<file path="src/rtl/ks_pkg.sv">
`default_nettype none
// ============================================================================
// Module      : ks_pkg
// Description : Shared constants, types and helpers for the Kogge-Stone
//               adder and subtractor family.
// Revision    : 1.0 - initial release
// ============================================================================
package ks_pkg;

    // Operand width used when a block is instantiated without overriding it.
    localparam int KS_NBITS_DEFAULT = 16;

    // Group generate/propagate pair at the default width.
    typedef struct packed {
        logic [KS_NBITS_DEFAULT-1:0] g;
        logic [KS_NBITS_DEFAULT-1:0] p;
    } ks_gp_t;

    // Number of prefix levels needed for n bits, i.e. log2(n).
    // n is expected to be a power of two.
    function automatic int ks_levels(input int n);
        int lvl;
        int span;
        lvl  = 0;
        span = 1;
        while (span < n) begin
            span = span * 2;
            lvl  = lvl + 1;
        end
        return lvl;
    endfunction

endpackage : ks_pkg
`default_nettype wire

</file>
<file path="src/rtl/ks_prefix_level.sv">
`default_nettype none
// ============================================================================
// Module      : ks_prefix_level
// Description : One Kogge-Stone prefix level. Every bit at or above SPAN
//               merges its group with the group SPAN positions below it;
//               lower bits already hold their full prefix and pass through.
// Revision    : 1.0 - initial release
// ============================================================================
module ks_prefix_level
    import ks_pkg::*;
#(
    parameter int NBITS = KS_NBITS_DEFAULT,
    parameter int SPAN  = 1
) (
    input  logic [NBITS-1:0] i_g,
    input  logic [NBITS-1:0] i_p,
    output logic [NBITS-1:0] o_g,
    output logic [NBITS-1:0] o_p
);

    // Per-bit black cell (combine) or buffer (pass-through).
    for (genvar i = 0; i < NBITS; i++) begin : g_bit
        if (i >= SPAN) begin : g_combine
            assign o_g[i] = i_g[i] | (i_p[i] & i_g[i-SPAN]);
            assign o_p[i] = i_p[i] & i_p[i-SPAN];
        end else begin : g_pass
            assign o_g[i] = i_g[i];
            assign o_p[i] = i_p[i];
        end
    end

endmodule : ks_prefix_level
`default_nettype wire

</file>
<file path="src/rtl/kogge_stone_sub_pipe.sv">
`default_nettype none
// ============================================================================
// Module      : kogge_stone_sub_pipe
// Description : Two-stage pipelined Kogge-Stone subtractor computing
//               a - b - borrow_in with borrow-out, signed overflow and zero
//               flags, behind a fully stallable valid/ready handshake.
// Revision    : 1.0 - initial release
// ============================================================================
module kogge_stone_sub_pipe
    import ks_pkg::*;
#(
    parameter int NBITS = KS_NBITS_DEFAULT
) (
    input  logic             clk,
    input  logic             rst,
    input  logic             in_valid,
    output logic             in_ready,
    input  logic [NBITS-1:0] a,
    input  logic [NBITS-1:0] b,
    input  logic             borrow_in,
    output logic             out_valid,
    input  logic             out_ready,
    output logic [NBITS-1:0] diff_out,
    output logic             borrow_out,
    output logic             overflow,
    output logic             zero
);

    // Level budget: the carry-in fold plus log2(NBITS) span levels. Stage 1
    // takes the first half (rounded up), which includes the fold.
    localparam int c_log2n     = ks_levels(NBITS);
    localparam int c_levels    = c_log2n + 1;
    localparam int c_s1_levels = (c_levels + 1) / 2;
    localparam int c_s1_spans  = c_s1_levels - 1;
    localparam int c_s2_spans  = c_log2n - c_s1_spans;

    // ------------------------------------------------------------------
    // Handshake
    // ------------------------------------------------------------------
    logic r_s1_valid;
    logic r_out_valid;
    logic w_adv1;
    logic w_adv2;

    assign w_adv2   = ~r_out_valid | out_ready;
    assign w_adv1   = ~r_s1_valid | w_adv2;
    assign in_ready = w_adv1;

    // ------------------------------------------------------------------
    // Stage 1: bit g/p on a + ~b, carry-in fold, first span levels
    // ------------------------------------------------------------------
    logic             w_cin;
    logic [NBITS-1:0] w_bit_g;
    logic [NBITS-1:0] w_bit_p;
    logic [NBITS-1:0] w_fold_g;
    logic [NBITS-1:0] w_fold_p;
    logic [NBITS-1:0] w_s1_g;
    logic [NBITS-1:0] w_s1_p;

    assign w_cin   = ~borrow_in;
    assign w_bit_g = a & ~b;
    assign w_bit_p = a ^ ~b;

    // Folding the carry-in into bit 0 makes every later group generate a
    // true carry out of that bit; bit 0's propagate is then consumed.
    assign w_fold_g = {w_bit_g[NBITS-1:1], w_bit_g[0] | (w_bit_p[0] & w_cin)};
    assign w_fold_p = {w_bit_p[NBITS-1:1], 1'b0};

    for (genvar k = 0; k < c_s1_spans; k++) begin : g_s1_level
        logic [NBITS-1:0] w_g_in;
        logic [NBITS-1:0] w_p_in;
        logic [NBITS-1:0] w_g;
        logic [NBITS-1:0] w_p;

        if (k == 0) begin : g_first
            assign w_g_in = w_fold_g;
            assign w_p_in = w_fold_p;
        end else begin : g_chain
            assign w_g_in = g_s1_level[k-1].w_g;
            assign w_p_in = g_s1_level[k-1].w_p;
        end

        ks_prefix_level #(
            .NBITS (NBITS),
            .SPAN  (1 << k)
        ) u_level (
            .i_g (w_g_in),
            .i_p (w_p_in),
            .o_g (w_g),
            .o_p (w_p)
        );
    end

    assign w_s1_g = g_s1_level[c_s1_spans-1].w_g;
    assign w_s1_p = g_s1_level[c_s1_spans-1].w_p;

    // Stage-1 pipeline registers
    logic [NBITS-1:0] r_s1_g;
    logic [NBITS-1:0] r_s1_p;
    logic [NBITS-1:0] r_s1_bit_p;
    logic             r_s1_cin;
    logic             r_s1_a_msb;
    logic             r_s1_b_msb;

    // Stage-1 valid: cleared on reset, follows in_valid when advancing.
    always_ff @(posedge clk) begin
        if (rst) begin
            r_s1_valid <= 1'b0;
        end else if (w_adv1) begin
            r_s1_valid <= in_valid;
        end
    end

    // Stage-1 data: only captured alongside a valid operand pair.
    always_ff @(posedge clk) begin
        if (w_adv1 && in_valid) begin
            r_s1_g     <= w_s1_g;
            r_s1_p     <= w_s1_p;
            r_s1_bit_p <= w_bit_p;
            r_s1_cin   <= w_cin;
            r_s1_a_msb <= a[NBITS-1];
            r_s1_b_msb <= b[NBITS-1];
        end
    end

    // ------------------------------------------------------------------
    // Stage 2: remaining span levels, sum and flags
    // ------------------------------------------------------------------
    logic [NBITS-1:0] w_grp_g;
    logic [NBITS-1:0] w_carry;
    logic [NBITS-1:0] w_diff;
    logic             w_cout;
    logic             w_ovf;
    logic             w_zero;

    for (genvar k = 0; k < c_s2_spans; k++) begin : g_s2_level
        logic [NBITS-1:0] w_g_in;
        logic [NBITS-1:0] w_p_in;
        logic [NBITS-1:0] w_g;
        logic [NBITS-1:0] w_p;

        if (k == 0) begin : g_first
            assign w_g_in = r_s1_g;
            assign w_p_in = r_s1_p;
        end else begin : g_chain
            assign w_g_in = g_s2_level[k-1].w_g;
            assign w_p_in = g_s2_level[k-1].w_p;
        end

        ks_prefix_level #(
            .NBITS (NBITS),
            .SPAN  (1 << (c_s1_spans + k))
        ) u_level (
            .i_g (w_g_in),
            .i_p (w_p_in),
            .o_g (w_g),
            .o_p (w_p)
        );
    end

    assign w_grp_g = g_s2_level[c_s2_spans-1].w_g;

    // Carry into bit i is the prefix generate of bit i-1; bit 0 sees the
    // raw carry-in.
    assign w_carry = {w_grp_g[NBITS-2:0], r_s1_cin};
    assign w_diff  = r_s1_bit_p ^ w_carry;
    assign w_cout  = w_grp_g[NBITS-1];
    assign w_ovf   = (r_s1_a_msb != r_s1_b_msb) & (w_diff[NBITS-1] != r_s1_a_msb);
    assign w_zero  = (w_diff == '0);

    // Output registers
    logic [NBITS-1:0] r_diff;
    logic             r_borrow;
    logic             r_ovf;
    logic             r_zero;

    // Output valid: cleared on reset, follows stage 1 when advancing.
    always_ff @(posedge clk) begin
        if (rst) begin
            r_out_valid <= 1'b0;
        end else if (w_adv2) begin
            r_out_valid <= r_s1_valid;
        end
    end

    // Output data: zeroed on reset, loaded only with a valid stage-1 result,
    // held otherwise so a stalled result stays stable.
    always_ff @(posedge clk) begin
        if (rst) begin
            r_diff   <= '0;
            r_borrow <= 1'b0;
            r_ovf    <= 1'b0;
            r_zero   <= 1'b0;
        end else if (w_adv2 && r_s1_valid) begin
            r_diff   <= w_diff;
            r_borrow <= ~w_cout;
            r_ovf    <= w_ovf;
            r_zero   <= w_zero;
        end
    end

    assign out_valid  = r_out_valid;
    assign diff_out   = r_diff;
    assign borrow_out = r_borrow;
    assign overflow   = r_ovf;
    assign zero       = r_zero;

endmodule : kogge_stone_sub_pipe
`default_nettype wire

</file>
<file path="config.mk">
export PLATFORM = sky130hd
export DESIGN_NAME = kogge_stone_sub_pipe
export DESIGN_NICKNAME = d
export VERILOG_FILES = /design/src/rtl/ks_pkg.sv /design/src/rtl/ks_prefix_level.sv /design/src/rtl/kogge_stone_sub_pipe.sv
export SDC_FILE = /design/constraint.sdc
export NUM_CORES = 1
export LEC_CHECK = 0
export ABC_AREA = 1
export CAP_MARGIN = 20
export CELL_PAD_IN_SITES_DETAIL_PLACEMENT = 1
export CELL_PAD_IN_SITES_GLOBAL_PLACEMENT = 2
export CORE_AREA = 5 5 117 119
export CTS_CLUSTER_DIAMETER = 100
export DETAILED_ROUTE_END_ITERATION = 12
export DIE_AREA = 0 0 122 124
export DONT_BUFFER_PORTS = 1
export GPL_ROUTABILITY_DRIVEN = 0
export HOLD_SLACK_MARGIN = 0.12
export PLACE_DENSITY_LB_ADDON = 0.08
export SLEW_MARGIN = 30
export SYNTH_ARGS = -nofsm -noshare
export SYNTH_HDL_FRONTEND = slang
export SYNTH_SLANG_ARGS = --single-unit
export TNS_END_PERCENT = 100
</file>
<file path="constraint.sdc">
create_clock -name clk -period 2.4 [get_ports clk]
set_clock_uncertainty 0.05 [all_clocks]
set_input_delay 0.6 -clock clk [delete_from_list [all_inputs] [get_ports clk]]
set_output_delay 0.6 -clock clk [all_outputs]
set_load 0.01 [all_outputs]
</file>
# [Word level (Yosys, flattened, before mapping)]
# Cells that the tools add are included.
[word_totals] word_cells=162 input_bits=37 ff_bits=68
[classes] eq_ne=2 n_reduce_logical=3 bitwise_logic=145
[ops] op="$and 1x1->1" n=85
[ops] op="$or 1x1->1" n=52
[ops] op="$xor 16x16->16" n=2
[ops] op="$and 16x16->16" n=1
[ops] op="$logic_not 16->1" n=1
[ops] op="$not 16->16" n=1
[ops] op="$not 1->1" n=4
[ops] op="$logic_and 1x1->1" n=2
[ops] op="$ne 1x1->1" n=2

# [Depth between registers and ports, before layout]
[depth] ltp_word=8 mapped_depth=11

# [Modules after synthesis]
# Synthesis repeated with hierarchy kept, for this count alone.
[hier_totals] cells_unflattened=501 hier_area_um2=3951.3
[modules_own_cells] module="kogge_stone_sub_pipe" seq_area_each_um2=1951.9 area_each_um2=2806.4 instances=1 cells_per_inst=226
[modules_own_cells] module="ks_prefix_level at g_s1_level[0].u_level" seq_area_each_um2=0.0 area_each_um2=296.5 instances=1 cells_per_inst=77
[modules_own_cells] module="ks_prefix_level at g_s1_level[1].u_level" seq_area_each_um2=0.0 area_each_um2=292.8 instances=1 cells_per_inst=74
[modules_own_cells] module="ks_prefix_level at g_s2_level[0].u_level" seq_area_each_um2=0.0 area_each_um2=285.3 instances=1 cells_per_inst=68
[modules_own_cells] module="ks_prefix_level at g_s2_level[1].u_level" seq_area_each_um2=0.0 area_each_um2=270.3 instances=1 cells_per_inst=56

# [Least setup slack after synthesis]
# No wires, ideal clock.
[synth_path] kind="input to register" start="in out_ready" end="reg r_s1_g[0] (netlist: g_s2_level[0].w_g_in[0]) (enable)" setup_slack_ns=0.113 stages=4 arrival_ns=1.835 cell_sequence="inv_1 -> nand3_1 -> nand2_1 -> inv_1"
[synth_via] elab_chain_cells=3
[synth_lines] item="start: declaration" line="kogge_stone_sub_pipe.sv:22" text="input logic out_ready,"
[synth_lines] item="$or 1x1->1" line="kogge_stone_sub_pipe.sv:45" text="assign w_adv2 = ~r_out_valid | out_ready;"
[synth_lines] item="$or 1x1->1" line="kogge_stone_sub_pipe.sv:46" text="assign w_adv1 = ~r_s1_valid | w_adv2;"
[synth_lines] item="via in_ready" line="kogge_stone_sub_pipe.sv:17" text="output logic in_ready,"
[synth_lines] item="$logic_and 1x1->1" line="kogge_stone_sub_pipe.sv:116" text="if (w_adv1 && in_valid) begin"
[synth_lines] item="end signal: assignment" line="kogge_stone_sub_pipe.sv:117" text="r_s1_g <= w_s1_g;"
[synth_lines] item="end: declaration" line="kogge_stone_sub_pipe.sv:98" text="logic [NBITS-1:0] r_s1_g;"
# The timed path passes the listed nets, and every way through them passes these cells.
# A chain may end at the register's enable or synchronous reset.

# [Worst setup path in the final report]
[layout_path] start="reg r_out_valid (netlist: out_valid)" end="reg r_s1_a_msb (enable)"
[layout_via] elab_chain_cells=4
[layout_lines] item="start: declaration" line="kogge_stone_sub_pipe.sv:41" text="logic r_out_valid;"
[layout_lines] item="start signal: assignment" line="kogge_stone_sub_pipe.sv:182" text="r_out_valid <= r_s1_valid;"
[layout_lines] item="$not 1->1" line="kogge_stone_sub_pipe.sv:45"
[layout_lines] item="$or 1x1->1" line="kogge_stone_sub_pipe.sv:45"
[layout_lines] item="$or 1x1->1" line="kogge_stone_sub_pipe.sv:46"
[layout_lines] item="via in_ready" line="kogge_stone_sub_pipe.sv:17"
[layout_lines] item="$logic_and 1x1->1" line="kogge_stone_sub_pipe.sv:116"
[layout_lines] item="end signal: assignment" line="kogge_stone_sub_pipe.sv:121" text="r_s1_a_msb <= a[NBITS-1];"
[layout_lines] item="end: declaration" line="kogge_stone_sub_pipe.sv:102" text="logic r_s1_a_msb;"
# The timed path passes the listed nets, and every way through them passes these cells.

==> summary.txt <==
Status
  – Outcome: completed

Setup path
  – Worst setup SP type: flop
  – Largest delay contributor family on the critical path: buffers and inverters
  – CP max stage cell: buf_4
  – CP max FO: 47
  – Crit Path Class: flop to flop
  – CP Buf/Inv Count: 2
  – Arr. time, crit path: 1620 ps
  – Critical Path RT: 2310 ps
  – R2R Path Start: out_valid$_SDFFE_PP0P_
  – Crit-path cells: nand3_1 > nand2_1 > clkinv_1 > buf_4
  – Max stage delay on crit path: 500 ps
  – Reg-to-reg slack, setup: 690 ps
  – Critical path startpoint: out_valid$_SDFFE_PP0P_
  – CP Capture Type: flop

Placed design
  – Port Buf Inserts: 0
  – Setup WS pre-CTS: 421 ps
  – HPWL Detailed: 5720 um
  – DP Cell Count: 500
  – Dpl cell area: 0.00336 mm^2

Synthesis
  – Mapped Nets: 383
  – Synth Area in Compound Gates: 11.8%
  – Post-Syn Instances: 330
  – Post-Syn Area per Cell: 9.54 um^2
  – Synth Area in XOR/XNOR: 0.834%
  – Flop and latch count out of synthesis: 68
  – Post-synthesis adder-cell area fraction: 6.36%
  – YS warnings: 0
  – Post-Syn Area: 0.00315 mm^2
  – Post-synthesis sequential area ratio: 58.2%
  – Simple-gate share of the synthesized area: 15.7%
  – Distinct cells, synth: 24
  – Main combinational cell family by area after synthesis: simple AND/OR/NAND/NOR gates
  – Post-synthesis mux area share: 0%

Detailed routing
  – ANT nets after route: 0
  – Total wire length: 7370 um
  – DR iter-0 viols: 137
  – Via density: 4.22
  – Drt pass-1 iters: 4
  – Via count: 2176
  – Routed length per instance: 14.3 um
  – Detailed-route DRC error count: 0

Clock network
  – Postcts setup bufs: 0
  – Clock root buffer: clkbuf_16
  – Clock buffer depth: 2
  – CTS tree: done
  – Skew-Pair Late Insertion Delay: 330 ps
  – # hold bufs at CTS: 0
  – Clock Sinks: 68
  – CTS resizes: 0
  – H-tree depth: 3
  – Clock transition at path regs: 50 ps
  – Clock buffers created by TritonCTS: 9

Finish
  – FF+latch area: 0.00183 mm^2
  – Layout Area Growth over Synthesis: 15.8%
  – Inserted Diodes: 0
  – Share of post-route cells with drive strength above 1: 6.69%
  – Fillers: 1481
  – Post-route cell area: 0.00365 mm^2
  – Multi-input logic area: 0.00109 mm^2
  – Nets: 392
  – Non-Filler Instances: 516

Global routing
  – Overflow after GRT: 0
  – Largest net degree at the start of global routing: 48
  – Initial antenna violation count: 0
  – GR Util All Layers: 10.4%
  – Number of global-route vias before repair: 2264
  – First-pass GRT wire length: 11700 um

Floorplan
  – # IOs: 58
  – Core Footprint: 0.0125 mm^2
  – Die W: 122 um
  – Initial Utilization: 25.3%
  – Chip Height: 124 um
  – Num rows: 41
  – Die ar.: 0.0151 mm^2

STA
  – Final TNS setup: 0 ps
  – Achievable frequency: 0.586 GHz
  – Fin crit period: 1710 ps
  – Part of the cycle the worst path needs: 71.1%
  – RSZ-0062 raised after global routing: false
  – Slew @ Worst Pin: 630 ps
  – # setup viols final: 0
  – Final Max Slew Viols: 0
  – Final Hold Fails: 0
  – Worst setup margin: 694 ps
  – Relative slew margins: 58.0%

Run
  – Max-Cap Viols: 0

Worst hold path
  – Worst hold start: rst
  – Hold Crit Class: input pin to flop

Power and ir drop
  – Leakage: 1.58 nW
  – Tot Pwr: 3.02 mW
  – VDD IR max: 0.310 mV
  – Pwr Density: 828 mW/mm^2
[state kept, by name (all words and copies together) (netlist names)]
signal	count
borrow_out	1
diff_out	16
g_s2_level.w_g_in	16
g_s2_level.w_p_in	12
out_valid	1
overflow	1
r_s1_a_msb	1
r_s1_b_msb	1
r_s1_bit_p	16
r_s1_cin	1
r_s1_valid	1
zero	1
[power breakdown]
part	internal (mW)	total, mW	switching (mW)
Clock	0.793	1.28	0.483
Combinational	0.108	0.321	0.213
Sequential	1.36	1.42	0.0608
[cell type report]
type | count | area share (%)
Sequential cell | 68 | 50.2
Multi-Input combinational cell | 203 | 29.9
Clock buffer | 10 | 6.28
Tap cell | 172 | 5.90
Inverter | 54 | 5.56
Clock inverter | 6 | 1.51
Timing Repair Buffer | 3 | 0.617
[final timing paths]
kind / end / cells after the start
hold / removal: zero$_SDFFE_PP0P_ / 1
setup reg to reg: r_s1_a_msb$_DFFE_PP_ / 4
hold reg to reg: out_valid$_SDFFE_PP0P_ / 2
setup / recovery: r_s1_a_msb$_DFFE_PP_ / 4
[metrics by stage]
| stage | hold WS [ps] | util, % |
|---|---|---|
| floorplan | 420 | - |
| global placement | 427 | 27.0 |
| detailed placement | 436 | 27.0 |
| CTS | 256 | 29.3 |
| global route | 262 | 29.3 |
| finish | 273 | 29.3 |
[logic make-up (layout without fill, tap and decap cells)]
group,after synthesis,after routing
AND/OR/NAND/NOR,118,118
flip-flops,68,68
AO/OA/AOI/OAI,66,66
buffers and inverters,59,73
adder cells (fa/ha/maj),16,16
XOR/XNOR,3,3
[cell usage after synthesis]
cell type   n  share of area (%)
a21o_1      1               0.24
a21oi_1    30                4.8
a21oi_2     2               0.56
a21oi_4     1               0.52
buf_2       3               0.48
clkbuf_1    1               0.12
clkbuf_2    1               0.16
dfxtp_1    21                 13
edfxtp_1   47                 45
ha_1       16                6.4
inv_1      53                6.3
inv_2       1               0.12
nand2_1    72                8.6
nand2_2     2               0.40
nand3_1    11                1.7
nand3b_1    7                1.7
nor2_1     23                2.7
nor3_1      2               0.32
o211ai_1    5                1.2
o21ai_0    24                3.8
o21bai_1    1               0.24
o31ai_1     2               0.48
or2_2       1               0.20
xnor2_1     3               0.83
[routing by layer]
layer | GRT usage, % | wire length [um] | up-vias
li1 | - | - | 1118
met2 | 14.7 | 2990 | 48
met5 | 0 | 0 | -
met3 | 2.59 | 337 | 14
met4 | 6.09 | 200 | 0
met1 | 14.3 | 3840 | 996
[worst register-to-register path, cell delays in order, from the launching register on]
cell,delay [ps]
dfxtp_1,380
nand3_1,210
nand2_1,100
clkinv_1,60
buf_4,500
[placed cells by master, fill, tap and decap left out, drive strengths merged]
master and instances:
a21o 1, a21oi 33, buf 3, bufinv 1
clkbuf 10, clkinv 5, clkinvlp 1, dfxtp 21
edfxtp 47, ha 16, inv 53, nand2 74
nand3 11, nand3b 7, nor2 23, nor3 2
o211ai 5, o21ai 24, o21bai 1, o31ai 2
or2 1, xnor2 3
Power figures use the tool's default switching activity.
